--- config.mk ---
export PLATFORM = sky130hd
export DESIGN_NAME = ex_muldiv_flat
export DESIGN_NICKNAME = d
export VERILOG_FILES = /design/src/rtl/ex_muldiv_if.sv /design/src/rtl/ex_muldiv.sv /design/src/flat_wrapper.sv
export SDC_FILE = /design/constraint.sdc
export NUM_CORES = 1
export LEC_CHECK = 0
export CAP_MARGIN = 10
export CORE_MARGIN = 5
export CORE_UTILIZATION = 30
export DETAILED_ROUTE_END_ITERATION = 8
export SLEW_MARGIN = 20
export SYNTH_ARGS = -nofsm -noshare
export SYNTH_HDL_FRONTEND = slang
export SYNTH_SLANG_ARGS = --single-unit
--- constraint.sdc ---
create_clock -name clk -period 4.9 [get_ports clk]
set_input_delay 0.98 -clock clk [delete_from_list [all_inputs] [get_ports clk]]
set_output_delay 0.98 -clock clk [all_outputs]
set_load 0.02 [all_outputs]
--- src/rtl/ex_muldiv_if.sv ---
// Issue/result bundle between the ID/EX stage and the iterative
// multiply/divide unit.
interface ex_muldiv_if #(
    parameter int XLEN = 32
);
    logic            start;
    logic [2:0]      op;
    logic [XLEN-1:0] data_1_in;
    logic [XLEN-1:0] data_2_in;
    logic [4:0]      Rd_in;
    logic            flush;
    logic            busy;
    logic            done;
    logic [XLEN-1:0] result_out;
    logic [4:0]      Rd_out;

    // Pipeline side: issues operations and consumes results.
    modport master (
        output start, op, data_1_in, data_2_in, Rd_in, flush,
        input  busy, done, result_out, Rd_out
    );

    // Execution unit side.
    modport slave (
        input  start, op, data_1_in, data_2_in, Rd_in, flush,
        output busy, done, result_out, Rd_out
    );
endinterface

--- src/rtl/ex_muldiv.sv ---
// Iterative RV32M multiply/divide unit. One bit per cycle: radix-2
// shift-add multiply and restoring divide, both on operand magnitudes,
// with the sign applied in a single fix-up cycle before the result is
// registered. Divide-by-zero and signed overflow bypass the iterations.
module ex_muldiv #(
    parameter int XLEN = 32
) (
    input  logic       clk,
    input  logic       reset,
    ex_muldiv_if.slave bus
);
    localparam logic [2:0] OP_MUL    = 3'd0;
    localparam logic [2:0] OP_MULH   = 3'd1;
    localparam logic [2:0] OP_MULHSU = 3'd2;
    localparam logic [2:0] OP_MULHU  = 3'd3;
    localparam logic [2:0] OP_DIV    = 3'd4;
    localparam logic [2:0] OP_DIVU   = 3'd5;
    localparam logic [2:0] OP_REM    = 3'd6;
    localparam logic [2:0] OP_REMU   = 3'd7;

    localparam logic [XLEN-1:0] MIN_NEG  = {1'b1, {(XLEN-1){1'b0}}};
    localparam logic [XLEN-1:0] ALL_ONES = {XLEN{1'b1}};
    localparam logic [XLEN-1:0] ZERO     = {XLEN{1'b0}};

    typedef enum logic [1:0] {
        IDLE = 2'd0,
        CALC = 2'd1,
        DONE = 2'd2
    } state_t;

    state_t            r_state;
    state_t            w_state_next;
    logic [5:0]        r_count;
    logic [2*XLEN-1:0] r_acc;
    logic [XLEN-1:0]   r_opnd;
    logic [2:0]        r_op;
    logic [4:0]        r_rd;
    logic              r_neg;
    logic              r_busy;
    logic              r_done;
    logic [XLEN-1:0]   r_result;
    logic [4:0]        r_rd_out;

    logic              w_accept;
    logic              w_a_sign;
    logic              w_b_sign;
    logic [XLEN-1:0]   w_a_abs;
    logic [XLEN-1:0]   w_b_abs;
    logic [XLEN-1:0]   w_a_mag;
    logic [XLEN-1:0]   w_b_mag;
    logic              w_neg_in;
    logic              w_special;
    logic [2*XLEN-1:0] w_special_acc;

    logic [XLEN:0]     w_mul_sum;
    logic [2*XLEN-1:0] w_mul_acc;
    logic [XLEN:0]     w_rem_shift;
    logic              w_rem_ge;
    logic [XLEN-1:0]   w_rem_diff;
    logic [2*XLEN-1:0] w_div_acc;

    logic [2*XLEN-1:0] w_prod;
    logic [XLEN-1:0]   w_quot;
    logic [XLEN-1:0]   w_rem;
    logic [XLEN-1:0]   w_result;

    assign w_accept = (r_state == IDLE) && bus.start && !bus.flush;
    assign w_a_sign = bus.data_1_in[XLEN-1];
    assign w_b_sign = bus.data_2_in[XLEN-1];
    assign w_a_abs  = w_a_sign ? (ZERO - bus.data_1_in) : bus.data_1_in;
    assign w_b_abs  = w_b_sign ? (ZERO - bus.data_2_in) : bus.data_2_in;

    // Operand magnitudes, result sign and divide special cases for the issuing op.
    always_comb begin
        w_a_mag       = bus.data_1_in;
        w_b_mag       = bus.data_2_in;
        w_neg_in      = 1'b0;
        w_special     = 1'b0;
        w_special_acc = '0;
        case (bus.op)
            OP_MUL, OP_MULH, OP_DIV: begin
                w_a_mag  = w_a_abs;
                w_b_mag  = w_b_abs;
                w_neg_in = w_a_sign ^ w_b_sign;
            end
            OP_MULHSU: begin
                w_a_mag  = w_a_abs;
                w_neg_in = w_a_sign;
            end
            OP_REM: begin
                w_a_mag  = w_a_abs;
                w_b_mag  = w_b_abs;
                w_neg_in = w_a_sign;
            end
            default: ;
        endcase
        // Quotient lives in the low half, remainder in the high half, so one
        // preloaded accumulator serves both the DIV and REM flavours.
        if (bus.op[2] && (bus.data_2_in == ZERO)) begin
            w_special     = 1'b1;
            w_special_acc = {bus.data_1_in, ALL_ONES};
        end else if ((bus.op == OP_DIV || bus.op == OP_REM) &&
                     (bus.data_1_in == MIN_NEG) && (bus.data_2_in == ALL_ONES)) begin
            w_special     = 1'b1;
            w_special_acc = {ZERO, MIN_NEG};
        end
    end

    // One shift-add step: multiplier sits in the low half and is consumed LSB first.
    assign w_mul_sum = {1'b0, r_acc[2*XLEN-1:XLEN]} + (r_acc[0] ? {1'b0, r_opnd} : {1'b0, ZERO});
    assign w_mul_acc = {w_mul_sum, r_acc[XLEN-1:1]};

    // One restoring step: the partial remainder is shifted with one extra bit
    // so a remainder with its MSB set is not lost before the compare.
    assign w_rem_shift = r_acc[2*XLEN-1:XLEN-1];
    assign w_rem_ge    = (w_rem_shift >= {1'b0, r_opnd});
    assign w_rem_diff  = w_rem_shift[XLEN-1:0] - r_opnd;
    assign w_div_acc   = w_rem_ge ? {w_rem_diff, r_acc[XLEN-2:0], 1'b1}
                                  : {w_rem_shift[XLEN-1:0], r_acc[XLEN-2:0], 1'b0};

    // Sign fix-up and result selection for the completed operation.
    assign w_prod = r_neg ? ({(2*XLEN){1'b0}} - r_acc) : r_acc;
    assign w_quot = r_neg ? (ZERO - r_acc[XLEN-1:0]) : r_acc[XLEN-1:0];
    assign w_rem  = r_neg ? (ZERO - r_acc[2*XLEN-1:XLEN]) : r_acc[2*XLEN-1:XLEN];

    // Pick the final result word from product, quotient or remainder.
    always_comb begin
        w_result = w_prod[XLEN-1:0];
        case (r_op)
            OP_MUL:                        w_result = w_prod[XLEN-1:0];
            OP_MULH, OP_MULHSU, OP_MULHU:  w_result = w_prod[2*XLEN-1:XLEN];
            OP_DIV, OP_DIVU:               w_result = w_quot;
            OP_REM, OP_REMU:               w_result = w_rem;
            default:                       w_result = w_prod[XLEN-1:0];
        endcase
    end

    // State register.
    always_ff @(posedge clk or negedge reset) begin
        if (!reset) begin
            r_state <= IDLE;
        end else begin
            r_state <= w_state_next;
        end
    end

    // Next-state logic; flush wins over everything, including a new start.
    always_comb begin
        w_state_next = r_state;
        case (r_state)
            IDLE: begin
                if (w_accept) begin
                    w_state_next = w_special ? DONE : CALC;
                end
            end
            CALC: begin
                if (bus.flush) begin
                    w_state_next = IDLE;
                end else if (r_count == 6'(XLEN-1)) begin
                    w_state_next = DONE;
                end
            end
            DONE:    w_state_next = IDLE;
            default: w_state_next = IDLE;
        endcase
    end

    // Datapath: operand capture, iteration, and registered result/handshake outputs.
    always_ff @(posedge clk or negedge reset) begin
        if (!reset) begin
            r_count  <= '0;
            r_acc    <= '0;
            r_opnd   <= '0;
            r_op     <= '0;
            r_rd     <= '0;
            r_neg    <= 1'b0;
            r_busy   <= 1'b0;
            r_done   <= 1'b0;
            r_result <= '0;
            r_rd_out <= '0;
        end else begin
            r_done <= 1'b0;
            r_busy <= (w_state_next != IDLE);
            case (r_state)
                IDLE: begin
                    if (w_accept) begin
                        r_op    <= bus.op;
                        r_rd    <= bus.Rd_in;
                        r_count <= '0;
                        if (w_special) begin
                            r_acc  <= w_special_acc;
                            r_opnd <= ZERO;
                            r_neg  <= 1'b0;
                        end else if (bus.op[2]) begin
                            r_acc  <= {ZERO, w_a_mag};
                            r_opnd <= w_b_mag;
                            r_neg  <= w_neg_in;
                        end else begin
                            r_acc  <= {ZERO, w_b_mag};
                            r_opnd <= w_a_mag;
                            r_neg  <= w_neg_in;
                        end
                    end
                end
                CALC: begin
                    if (!bus.flush) begin
                        r_acc   <= r_op[2] ? w_div_acc : w_mul_acc;
                        r_count <= r_count + 6'd1;
                    end
                end
                DONE: begin
                    if (!bus.flush) begin
                        r_result <= w_result;
                        r_rd_out <= r_rd;
                        r_done   <= 1'b1;
                    end
                end
                default: ;
            endcase
        end
    end

    assign bus.busy       = r_busy;
    assign bus.done       = r_done;
    assign bus.result_out = r_result;
    assign bus.Rd_out     = r_rd_out;

    // The upstream stall must keep new issues away while an op is in flight.
    a_no_start_while_busy: assert property (
        @(posedge clk) disable iff (!reset) !(bus.start && r_busy)
    ) else $error("start issued while busy");

endmodule

--- src/flat_wrapper.sv ---
// flat-port wrapper written by rule: the top's interface ports become plain ports
module ex_muldiv_flat 
#(
    parameter int XLEN = 32
)
  (clk, reset, bus_start, bus_op, bus_data_1_in, bus_data_2_in, bus_Rd_in, bus_flush, bus_busy, bus_done, bus_result_out, bus_Rd_out);
  ex_muldiv_if #(.XLEN(XLEN)) bus_i ();
  input  logic clk;
  input  logic reset;
  input wire logic [$bits(bus_i.start)-1:0] bus_start;
  input wire logic [$bits(bus_i.op)-1:0] bus_op;
  input wire logic [$bits(bus_i.data_1_in)-1:0] bus_data_1_in;
  input wire logic [$bits(bus_i.data_2_in)-1:0] bus_data_2_in;
  input wire logic [$bits(bus_i.Rd_in)-1:0] bus_Rd_in;
  input wire logic [$bits(bus_i.flush)-1:0] bus_flush;
  output wire logic [$bits(bus_i.busy)-1:0] bus_busy;
  output wire logic [$bits(bus_i.done)-1:0] bus_done;
  output wire logic [$bits(bus_i.result_out)-1:0] bus_result_out;
  output wire logic [$bits(bus_i.Rd_out)-1:0] bus_Rd_out;
  assign bus_i.start = bus_start;
  assign bus_i.op = bus_op;
  assign bus_i.data_1_in = bus_data_1_in;
  assign bus_i.data_2_in = bus_data_2_in;
  assign bus_i.Rd_in = bus_Rd_in;
  assign bus_i.flush = bus_flush;
  assign bus_busy = bus_i.busy;
  assign bus_done = bus_i.done;
  assign bus_result_out = bus_i.result_out;
  assign bus_Rd_out = bus_i.Rd_out;
  ex_muldiv #(.XLEN(XLEN)) u_core (.clk(clk), .reset(reset), .bus(bus_i));
endmodule
==> reports/summary.txt <==
Outcome = completed
Post-placement cell count = 2,788
Clk_lat worst skew = 0.46 ns
Die W = 236.4 um
Cell-internal power = 4.425 mW
Worst-path fanout max = 6
CTS tree = done
Area grow syn2layout = 16.52%
Critical path class = reg2reg
Lkg Pwr = 7.344 nW
Violation count after the first detailed-routing iteration = 1,924
Fmax = 235.3 MHz
WP data arrival = 4.59 ns
H-tree depth = 4
Share of post-route cells with drive strength above 1 = 7.009%
WL/cell = 24.14 um
Worst slew pin tran = 1.241 ns
Sw Share = 51.98%
Sequential group share of total power = 21.9%
Final core utilization = 35.08%
Number of synthesized flops with an enable pin = 0
Main flop type after synthesis = dfrtp_1
Final ANT Viol Nets = 0
CTS Hold Buffers Added = 0
Overall global routing resource usage = 23.46%
Clk sink count = 152
Final HPWL from detailed placement = 52.62 mm
Clk buf depth = 2
Largest net degree at the start of global routing = 93
Crit path setup slack, layout = 0.6503 ns
Seq/Total Area, Yosys = 24.73%
First-pass GRT wire length = 101.7 mm
Yosys cell types = 88
Post-layout minimum cycle time = 4.250 ns
NumNets Final = 2,275
RSZ-0062 raised after global routing = no
FF+latch count, synth = 152
# DRC = 0
Final-report hold violation count = 0
Post-CTS setup buffers = 0
Syn_nets = 2,212
Row count = 83
Post-synthesis instance total = 2,064
Hold Path Class = reg2reg
DRT Pass-1 Iters = 6
Comb pwr share = 63.3%
Port bufs = 114
Vias in the first global route = 15,697
Yosys Warn Count = 0
Max IR drop VDD = 295.6 uV
CORE AREA = 51,090 um^2
Initial antenna violation count = 2
Die ar. = 55,900 um^2
Clock transition at the registers of the reported paths = 0.08 ns
Asr flop ratio synth = 100.0%
Vias per inst = 5.949
GR Overflow Total = 0
Fin crit share = 86.73%
IO Count = 115
Clock Tree Root = clkbuf_16
Hold WS = 0.4618 ns
Synthesized area = 15,380 um^2
PwrDens = 514.2 nW/um^2
Max-cap violations = 0
Final setup viols = 0
Routability cong. = 1.006
CP Launch Type = flop
Clock Skew = 0.01550 ns
CP endpoint kind = flop
Post-Layout Cell Count = 2,821
Die height = 236.4 um
Starting density of the core = 30.11%
Leading area contributor after synthesis = dfrtp_1
P_sw = 4.791 mW
Clock power share = 14.8%
Slew Limit Fails = 0
Worst Path Required = 5.24 ns
Pre-CTS setup slack = 0.5957 ns
Syn_area_per_cell = 7.453 um^2
Setup_tns = 0 ns
Relative slew slack = 16.99%
CTS resizes = 0
TritonCTS Buffers = 17
Top post-synthesis cells by area = dfrtp_1, o21ai_0, nand2_1
Final wirelength = 68.10 mm
Share of the synthesized area in the top cell type = 24.73%
Via Count = 16,781
[worst paths after layout]
| path | from | endpoint | slack (ns) | cells past startpoint |
|---|---|---|---|---|
| hold / removal | u_core.r_rd[4] | u_core.bus.Rd_out[4] | 0.46 | 2 |
| min in group asynchronous | reset | u_core.bus.result_out[16] | 0.62 | 1 |
| max in group asynchronous | reset | u_core.r_acc[33] | 3.32 | 2 |
| setup / recovery | u_core.r_acc[31] | u_core.r_acc[62] | 0.65 | 13 |
| hold reg to reg | u_core.r_rd[4] | u_core.bus.Rd_out[4] | 0.46 | 2 |
| setup reg to reg | u_core.r_acc[31] | u_core.r_acc[62] | 0.65 | 13 |
[cell usage in the layout, fill, tap and decap left out, types with 10 or more instances in the layout]
cell and count:
a31oi_1 27, a21o_1 37, o221ai_1 10, o21ai_0 187
nor2b_1 12, o41ai_1 18, clkbuf_16 17, xnor2_1 103
or4_1 13, or3_1 26, a21oi_1 177, nor2_1 196
clkdlybuf4s50_1 112, o31ai_1 30, a211oi_1 20, o21a_1 11
nand2_1 245, nand3_1 43, buf_4 58, o31a_1 11
o22ai_1 27, mux2_2 13, or2_2 14, xor2_1 72
nand4_1 20, nor3_1 47, mux2i_1 39, dfrtp_1 150
and3_1 29, nor4_1 20, o211ai_1 24, nand2b_1 12
ha_1 70, inv_1 70
[critical path: stages, from the launching register on]
cell and delay (ns):
dfrtp_1 0.47, inv_1 0.23, ha_1 0.23, inv_1 0.06, fa_1 0.40, a21o_1 0.20, a221oi_1 0.42, o2bb2ai_1 0.41
o31a_1 0.31, a211oi_1 0.15, o2111a_1 0.27, a211oi_1 0.55, o311ai_0 0.22, o21a_1 0.21
[stage by stage]
step	power [mW]	area (um^2)
3_3_place_gp	7.620	17350
3_5_place_dp	7.677	17350
4_1_cts	9.068	17920
5_1_grt	9.752	17920
6_report	9.216	17920
2_1_floorplan	5.741	15380
[cell type report]
class	count	area (um^2)
inverter	72	270.3
clock inverter	14	136.4
antenna	1	2.502
timing repair buffer	174	1613
multi-input combinational	1710	10810
clock buffer	18	439.2
sequential	152	3806
fill	5435	33170
tap	680	850.8
[per-layer routing]
metal  routed length (um)  global-route usage, %  vias up
li1                     -                      -     7668
met1                29580                  32.81     8012
met2                28720                  34.30      929
met3                 5997                  4.899      172
met4                 3798                  11.51        0
met5                    0                      0        -
[synth_stat cells (all sizes together) (7+ instances only)]
| library cell | n |
|---|---|
| o31a | 11 |
| nor2b | 13 |
| nand2 | 247 |
| mux2i | 39 |
| o21bai | 7 |
| nand3 | 43 |
| a221oi | 9 |
| or2 | 15 |
| mux2 | 13 |
| and3 | 29 |
| inv | 71 |
| or3 | 27 |
| nand2b | 12 |
| clkbuf | 113 |
| xor2 | 72 |
| or4 | 16 |
| a31oi | 27 |
| o22ai | 27 |
| nand3b | 8 |
| a211oi | 20 |
| a22o | 7 |
| nor3 | 48 |
| o31ai | 30 |
| xnor2 | 103 |
| a21oi | 178 |
| dfrtp | 152 |
| a21o | 37 |
| o41ai | 20 |
| o21a | 11 |
| o211ai | 24 |
| o21ai | 197 |
| ha | 70 |
| o311ai | 7 |
| nor2 | 199 |
| nor4 | 22 |
| o221ai | 10 |
| nand4 | 20 |
| buf | 17 |
[cell families (layout without fill, tap and decap cells)]
family / after synthesis / after routing / share of synthesized area (%)
and+or+nand+nor: 724 / 724 / 22.21
muxes: 52 / 52 / 3.489
AOI/OAI and AO/OA: 687 / 687 / 28.50
adders and majority gates: 72 / 72 / 5.954
DFF: 152 / 152 / 24.73
buffers and inverters: 202 / 278 / 5.149
xor gates and xnor gates: 175 / 175 / 9.964
other: 0 / 1 / 0
[flip-flops by register name (all words and copies together), names as in the netlist]
signal / flops
u_core.bus.Rd_out: 5
u_core.r_count: 6
u_core.r_acc: 64
u_core.r_opnd: 32
u_core.r_op: 3
u_core.r_rd: 5
u_core.r_state: 2
u_core.bus.done: 1
u_core.bus.result_out: 32
u_core.bus.busy: 1
u_core.r_neg: 1
[power groups by stage]
stage / combinational, mW / sequential (mW) / clock [mW]
global route: 6.28 / 2.04 / 1.43
finish: 5.83 / 2.02 / 1.36
detailed placement: 5.66 / 2.01 / 0
CTS: 5.69 / 1.99 / 1.38
global placement: 5.61 / 2.01 / 0
floorplan: 3.98 / 1.76 / 0
No activity file was read; power rests on OpenSTA's default activity.
